--- src/rtl/proc_run_ctrl_if.sv ---
// Control/status bundle between the run controller and its host.
//   master: host side, drives start/step/stop and forwards the core's inst_word.
//   slave : controller side, drives proc_reset/proc_en and the status outputs.
// Signals:
//   start, step, stop  single-cycle command pulses
//   inst_word          instruction word currently fetched by the core
//   proc_reset         reset to the core
//   proc_en            clock-enable to the core
//   busy, halted       run status
//   timeout            sticky watchdog flag
//   cycle_count        number of enabled cycles since the last (re)start
interface proc_run_ctrl_if #(
    parameter int unsigned DBITS    = 32,
    parameter int unsigned CNT_BITS = 32
);
    logic                start;
    logic                step;
    logic                stop;
    logic [DBITS-1:0]    inst_word;
    logic                proc_reset;
    logic                proc_en;
    logic                busy;
    logic                halted;
    logic                timeout;
    logic [CNT_BITS-1:0] cycle_count;

    modport master (
        output start, step, stop, inst_word,
        input  proc_reset, proc_en, busy, halted, timeout, cycle_count
    );

    modport slave (
        input  start, step, stop, inst_word,
        output proc_reset, proc_en, busy, halted, timeout, cycle_count
    );
endinterface

--- src/rtl/proc_run_ctrl.sv ---
// Run/sequencing controller for the single-cycle processor core.
// Drives the core's reset and clock-enable from start/step/stop commands, stops the core a
// fixed number of enabled cycles after it fetches HALT_WORD, and counts enabled cycles.
// Ports:
//   clk    system clock
//   reset  synchronous active-high controller reset
//   bus    proc_run_ctrl_if.slave (commands, inst_word in; core controls and status out)
// All bus outputs are registered decodes of the next state, so they line up with state_q.
// Optional: define PROC_RUN_CTRL_WATCHDOG_EN to force HALTED with timeout=1 after WDT_CYCLES
// consecutive RUN/DRAIN cycles; otherwise timeout is tied low.
module proc_run_ctrl #(
    parameter int unsigned      DBITS        = 32,
    parameter logic [DBITS-1:0] HALT_WORD    = DBITS'(32'h0000DEAD),
    parameter int unsigned      RST_CYCLES   = 2,
    parameter int unsigned      DRAIN_CYCLES = 2,
    parameter int unsigned      CNT_BITS     = 32,
    parameter int unsigned      WDT_CYCLES   = 100000
) (
    input  logic             clk,
    input  logic             reset,
    proc_run_ctrl_if.slave   bus
);
    typedef enum logic [2:0] {
        StIdle, StReset, StRun, StPaused, StStep, StDrain, StHalted
    } state_e;

    localparam logic [3:0] RcLast = 4'(RST_CYCLES - 1);
    localparam logic [3:0] DcLast = 4'((DRAIN_CYCLES == 0) ? 0 : DRAIN_CYCLES - 1);
    localparam state_e     HaltTarget = (DRAIN_CYCLES == 0) ? StHalted : StDrain;

    state_e              state_q, state_d;
    logic [3:0]          rc_q, rc_d;
    logic [3:0]          dc_q, dc_d;
    logic [CNT_BITS-1:0] cycle_count_q, cycle_count_d;
    logic                proc_reset_q, proc_en_q, busy_q, halted_q;
    logic                cmd_stop, cmd_step, cmd_start;
    logic                halt_det;
    logic                restart;

`ifdef PROC_RUN_CTRL_WATCHDOG_EN
    localparam int unsigned WdtW    = $clog2(WDT_CYCLES + 1);
    localparam logic [WdtW-1:0] WdtLast = WdtW'(WDT_CYCLES - 1);
    logic [WdtW-1:0] wdt_q, wdt_d;
    logic            timeout_q, timeout_d;
`endif

    // Simultaneous commands resolve as stop > step > start.
    assign cmd_stop  = bus.stop;
    assign cmd_step  = bus.step & ~bus.stop;
    assign cmd_start = bus.start & ~bus.step & ~bus.stop;

    // The fetched word only matters while the core is actually advancing.
    assign halt_det = ((state_q == StRun) || (state_q == StStep)) && (bus.inst_word == HALT_WORD);

    always_comb begin
        state_d = state_q;
        rc_d    = rc_q;
        dc_d    = dc_q;
        restart = 1'b0;

        unique case (state_q)
            StIdle, StHalted: begin
                if (cmd_start) begin
                    state_d = StReset;
                    rc_d    = '0;
                    restart = 1'b1;
                end
            end
            StReset: begin
                if (rc_q == RcLast) state_d = StRun;
                else                rc_d    = rc_q + 4'd1;
            end
            StRun: begin
                // Halt wins over a same-cycle stop.
                if (halt_det) begin
                    state_d = HaltTarget;
                    dc_d    = '0;
                end else if (cmd_stop) begin
                    state_d = StPaused;
                end
            end
            StPaused: begin
                if (cmd_step)       state_d = StStep;
                else if (cmd_start) state_d = StRun;
            end
            StStep: begin
                if (halt_det) begin
                    state_d = HaltTarget;
                    dc_d    = '0;
                end else begin
                    state_d = StPaused;
                end
            end
            StDrain: begin
                if (dc_q == DcLast) state_d = StHalted;
                else                dc_d    = dc_q + 4'd1;
            end
            default: state_d = StIdle;
        endcase

        // Counts completed enabled cycles; proc_en_q is the enable of the cycle now ending.
        cycle_count_d = restart ? '0 : cycle_count_q + CNT_BITS'(proc_en_q);

`ifdef PROC_RUN_CTRL_WATCHDOG_EN
        wdt_d     = wdt_q;
        timeout_d = restart ? 1'b0 : timeout_q;
        if ((state_q == StRun) || (state_q == StDrain)) begin
            if (wdt_q == WdtLast) begin
                state_d   = StHalted;
                timeout_d = 1'b1;
            end else begin
                wdt_d = wdt_q + 1'b1;
            end
        end
        // Entry into RUN (from RESET or a resume from PAUSED) starts a fresh window.
        if ((state_d == StRun) && (state_q != StRun)) wdt_d = '0;
`endif
    end

    always_ff @(posedge clk) begin
        if (reset) begin
            state_q       <= StIdle;
            rc_q          <= '0;
            dc_q          <= '0;
            cycle_count_q <= '0;
            proc_reset_q  <= 1'b1;
            proc_en_q     <= 1'b0;
            busy_q        <= 1'b0;
            halted_q      <= 1'b0;
        end else begin
            state_q       <= state_d;
            rc_q          <= rc_d;
            dc_q          <= dc_d;
            cycle_count_q <= cycle_count_d;
            proc_reset_q  <= (state_d == StIdle) || (state_d == StReset);
            proc_en_q     <= (state_d == StRun) || (state_d == StStep) || (state_d == StDrain);
            busy_q        <= (state_d == StReset) || (state_d == StRun) ||
                             (state_d == StStep) || (state_d == StDrain);
            halted_q      <= (state_d == StHalted);
        end
    end

`ifdef PROC_RUN_CTRL_WATCHDOG_EN
    always_ff @(posedge clk) begin
        if (reset) begin
            wdt_q     <= '0;
            timeout_q <= 1'b0;
        end else begin
            wdt_q     <= wdt_d;
            timeout_q <= timeout_d;
        end
    end

    assign bus.timeout = timeout_q;
`else
    assign bus.timeout = 1'b0;
`endif

    assign bus.proc_reset  = proc_reset_q;
    assign bus.proc_en     = proc_en_q;
    assign bus.busy        = busy_q;
    assign bus.halted      = halted_q;
    assign bus.cycle_count = cycle_count_q;
endmodule

--- src/flat_wrapper.sv ---
// flat-port wrapper written by rule: the top's interface ports become plain ports
module proc_run_ctrl_flat 
#(
    parameter int unsigned      DBITS        = 32,
    parameter logic [DBITS-1:0] HALT_WORD    = DBITS'(32'h0000DEAD),
    parameter int unsigned      RST_CYCLES   = 2,
    parameter int unsigned      DRAIN_CYCLES = 2,
    parameter int unsigned      CNT_BITS     = 32,
    parameter int unsigned      WDT_CYCLES   = 100000
)
  (clk, reset, bus_start, bus_step, bus_stop, bus_inst_word, bus_proc_reset, bus_proc_en, bus_busy, bus_halted, bus_timeout, bus_cycle_count);
  proc_run_ctrl_if #(.DBITS(DBITS), .CNT_BITS(CNT_BITS)) bus_i ();
  input  logic clk;
  input  logic reset;
  input wire logic [$bits(bus_i.start)-1:0] bus_start;
  input wire logic [$bits(bus_i.step)-1:0] bus_step;
  input wire logic [$bits(bus_i.stop)-1:0] bus_stop;
  input wire logic [$bits(bus_i.inst_word)-1:0] bus_inst_word;
  output wire logic [$bits(bus_i.proc_reset)-1:0] bus_proc_reset;
  output wire logic [$bits(bus_i.proc_en)-1:0] bus_proc_en;
  output wire logic [$bits(bus_i.busy)-1:0] bus_busy;
  output wire logic [$bits(bus_i.halted)-1:0] bus_halted;
  output wire logic [$bits(bus_i.timeout)-1:0] bus_timeout;
  output wire logic [$bits(bus_i.cycle_count)-1:0] bus_cycle_count;
  assign bus_i.start = bus_start;
  assign bus_i.step = bus_step;
  assign bus_i.stop = bus_stop;
  assign bus_i.inst_word = bus_inst_word;
  assign bus_proc_reset = bus_i.proc_reset;
  assign bus_proc_en = bus_i.proc_en;
  assign bus_busy = bus_i.busy;
  assign bus_halted = bus_i.halted;
  assign bus_timeout = bus_i.timeout;
  assign bus_cycle_count = bus_i.cycle_count;
  proc_run_ctrl #(.DBITS(DBITS), .HALT_WORD(HALT_WORD), .RST_CYCLES(RST_CYCLES), .DRAIN_CYCLES(DRAIN_CYCLES), .CNT_BITS(CNT_BITS), .WDT_CYCLES(WDT_CYCLES)) u_core (.clk(clk), .reset(reset), .bus(bus_i));
endmodule
--- config.mk ---
export PLATFORM = sky130hd
export DESIGN_NAME = proc_run_ctrl_flat
export DESIGN_NICKNAME = d
export VERILOG_FILES = /design/src/rtl/proc_run_ctrl_if.sv /design/src/rtl/proc_run_ctrl.sv /design/src/flat_wrapper.sv
export SDC_FILE = /design/constraint.sdc
export NUM_CORES = 1
export LEC_CHECK = 0
export CAP_MARGIN = 20
export CORE_MARGIN = 2
export CORE_UTILIZATION = 50
export CTS_BUF_LIST = sky130_fd_sc_hd__clkbuf_4
export CTS_CLUSTER_SIZE = 28
export DETAILED_ROUTE_END_ITERATION = 7
export PLACE_DENSITY = 0.85
export SLEW_MARGIN = 20
export SYNTH_ARGS = -nofsm -noshare
export SYNTH_HDL_FRONTEND = slang
export SYNTH_SLANG_ARGS = --single-unit
--- constraint.sdc ---
create_clock -name clk -period 4.15 [get_ports clk]
set_input_delay 1.245 -clock clk [delete_from_list [all_inputs] [get_ports clk]]
set_output_delay 1.245 -clock clk [all_outputs]
set_load 0.05 [all_outputs]
==> flow_summary.ini <==
[critical_path]
critPathKind = reg -> out
cp.required_ps = 2900
critPathMaxFanout = 7
cp.arrival_ps = 1690
cp-end-kind = primary output
critical_path.top_delay_family = buffers and inverters
crit_buf_inv = 1
crit_path_max_incr_delay_ps = 850
critical_path.slowest_cell = clkdlybuf4s50_1
critPathLaunchType = flip-flop
worstPathCellList = clkdlybuf4s50_1

[synth]
syn_nets = 318
syn_avg_cell_area_um2 = 8.78
postSynthCellCount = 275
ys.flop_type = dfxtp_1
async_reset_ff_frac = 0
ys_seq_elements = 47
yosysUniqueCellTypes = 54
netlist_area_um2 = 2410
yosysWarnings = 0
synth_edf_count = 0
synth-seq-area-share = 0.390

[clocking]
root_buffer = clkbuf_4
cts_inserted_buffers = 5
cts_sinks = 47
cts_resized = 0
clk_latency_ps = 360
clock_path_buffers = 2
post_cts_buffers = 0
path_clk_slew_ps = 140
cts.htree.levels = 2
cts_hold_buf = 0
tritoncts = yes

[routing]
drc = 0
drt_iter0_markers = 95
routed_wl_mm = 5.07
vias = 2201
vias_per_cell = 5.52
first_pass_iters = 4
post_drt_wl_per_cell_um = 12.7
ant_nets = 0

[placed_design]
hpwl_mm = 3.90
dpl-instance-area_um2 = 3150
numPortBuffers = 72
place.gp.congestion = 0.852
dp_cells = 391
place_ws_ps = 1010

[final_layout]
fin_util = 0.688
stdcell_area_um2 = 3230
nets = 387
drive_gt1_frac = 0.0551
fillers = 377
syn2layout_area_growth_pct = 33.7
diodes = 0
seq_area_um2 = 941
multi_input_area_um2 = 1390
final_cells = 399

[grt]
grt_start_max_net_pins = 35
grt.overflow.total = 0
grtUsageTotal = 0.194
grt_pass1_vias = 1986
antenna_found_initial = 0
grt_pass1_wl_mm = 8.35

[timing]
holdWs_ps = 542
final.setup.tns_ps = 0
fmax_ghz = 0.340
post-route-period-util = 0.708
layout_setup_ws_ps = 1210
min_period_ps = 2940
rsz0062_at_grt = false
slew_viol_final = 0
fin_skew_ps = 17.5
relSlewSlack = 0.652
worst_pin_slew_ps = 519
setup_viol = 0
hold_viol_final = 0

[hold_path]
hold_class = reg -> reg

[power]
ir_drop_mv = 0.166
powerDensity_nw_per_um2 = 307
p_leak_nw = 1.12
totalPowerFinal_mw = 0.993

[floorplanning]
die_w_um = 73.5
fp.dieH_um = 73.5
dieArea_um2 = 5400
core_region_area_um2 = 4690
rows = 25
initial_core_util = 0.515
ios = 74

[job]
maxCapViolCount = 0

[status]
status = completed
## synthesized netlist by cell type, types with 2 or more instances
library cell,number,share of area
o22ai_1,3,0.0078
or2_1,3,0.0078
nor4bb_1,2,0.0083
nor3b_1,3,0.0093
nand4_1,11,0.028
buf_4,2,0.0062
buf_2,8,0.017
dfxtp_1,47,0.39
and4_1,4,0.015
nor4_1,8,0.021
nor2b_1,2,0.0052
ha_1,6,0.031
nand4b_1,3,0.011
or3b_1,3,0.011
nor3_1,9,0.019
and2_1,2,0.0052
nand2b_1,2,0.0052
inv_1,8,0.012
o22a_1,2,0.0073
nor2_1,50,0.078
and3_1,4,0.010
or3_1,2,0.0052
xor2_1,15,0.054
nand3_1,15,0.031
nand2_1,12,0.019
xnor2_1,19,0.069
a21oi_1,3,0.0062
## cells in the final DEF (no fill, tap or decap), types with 3 or more instances in the layout
cell type,instances
a21oi_1,3
and3_1,4
and4_1,4
clkbuf_4,5
clkdlybuf4s50_1,72
dfxtp_1,47
ha_1,6
inv_1,8
nand2_1,12
nand3_1,15
nand4_1,11
nand4b_1,3
nor2_1,50
nor3_1,9
nor3b_1,3
nor4_1,8
o22ai_1,3
or2_1,3
or3b_1,3
xnor2_1,19
xor2_1,15
## area by class of cell
type,instances,share of cell area
Multi-Input combinational cell,209,0.429
Sequential cell,47,0.291
Inverter,8,0.00930
Clock buffer,5,0.0116
Tap cell,54,0.0209
Timing Repair Buffer,73,0.226
Clock inverter,3,0.0120
## registers in the layout, indices dropped and copies added, names as in the netlist
register,cells
u_core.state_q,3
u_core.bus.busy,1
u_core.bus.proc_en,1
u_core.rc_q,4
u_core.dc_q,4
u_core.bus.halted,1
u_core.bus.cycle_count,32
u_core.bus.proc_reset,1
## cell families (layout without fill, tap and decap cells)
family                     count (synthesis)  count (layout)  share of synthesized area
other                                      1               1                    0.00155
buffers and inverters                     19              89                     0.0368
adders and majority gates                  6               6                     0.0311
DFF                                       47              47                      0.390
xor gates and xnor gates                  34              34                      0.123
and+or+nand+nor                          146             146                      0.345
AOI/OAI and AO/OA                         20              20                     0.0637
muxes                                      2               2                    0.00881
## worst reg2reg max path, cell delays in order, from the launching register on
cell and delay, ps:
dfxtp_1 360, ha_1 200, ha_1 190, and2_1 200, nand3_1 390, nor4_1 470
xnor2_1 170, nor2_1 50
## report_power, final
| group | leakage, nW | internal, mW | total [mW] | switching (mW) |
|---|---|---|---|---|
| clock network | 0.0426 | 0.124 | 0.262 | 0.138 |
| logic | 0.694 | 0.105 | 0.231 | 0.126 |
| registers | 0.379 | 0.474 | 0.500 | 0.0253 |
| total | 1.12 | 0.703 | 0.993 | 0.289 |
## worst paths after layout
path	endpoint	slack, ps	cells after the start	start
setup / recovery	bus_cycle_count[19]	1210	1	u_core.bus.cycle_count[19]
hold reg to reg	u_core.rc_q[3]	540	2	u_core.rc_q[3]
setup reg to reg	u_core.bus.cycle_count[26]	2050	7	u_core.bus.cycle_count[0]
hold / removal	u_core.rc_q[3]	540	2	u_core.rc_q[3]
## per-layer routing
metal	vias to the layer above	global-route usage	share of wire
li1	1101	-	-
met1	1034	0.218	0.43
met2	59	0.360	0.51
met3	7	0.0425	0.046
met4	0	0.0646	0.012
met5	-	0	0
Note: power is estimated with default switching activity, not from simulation.
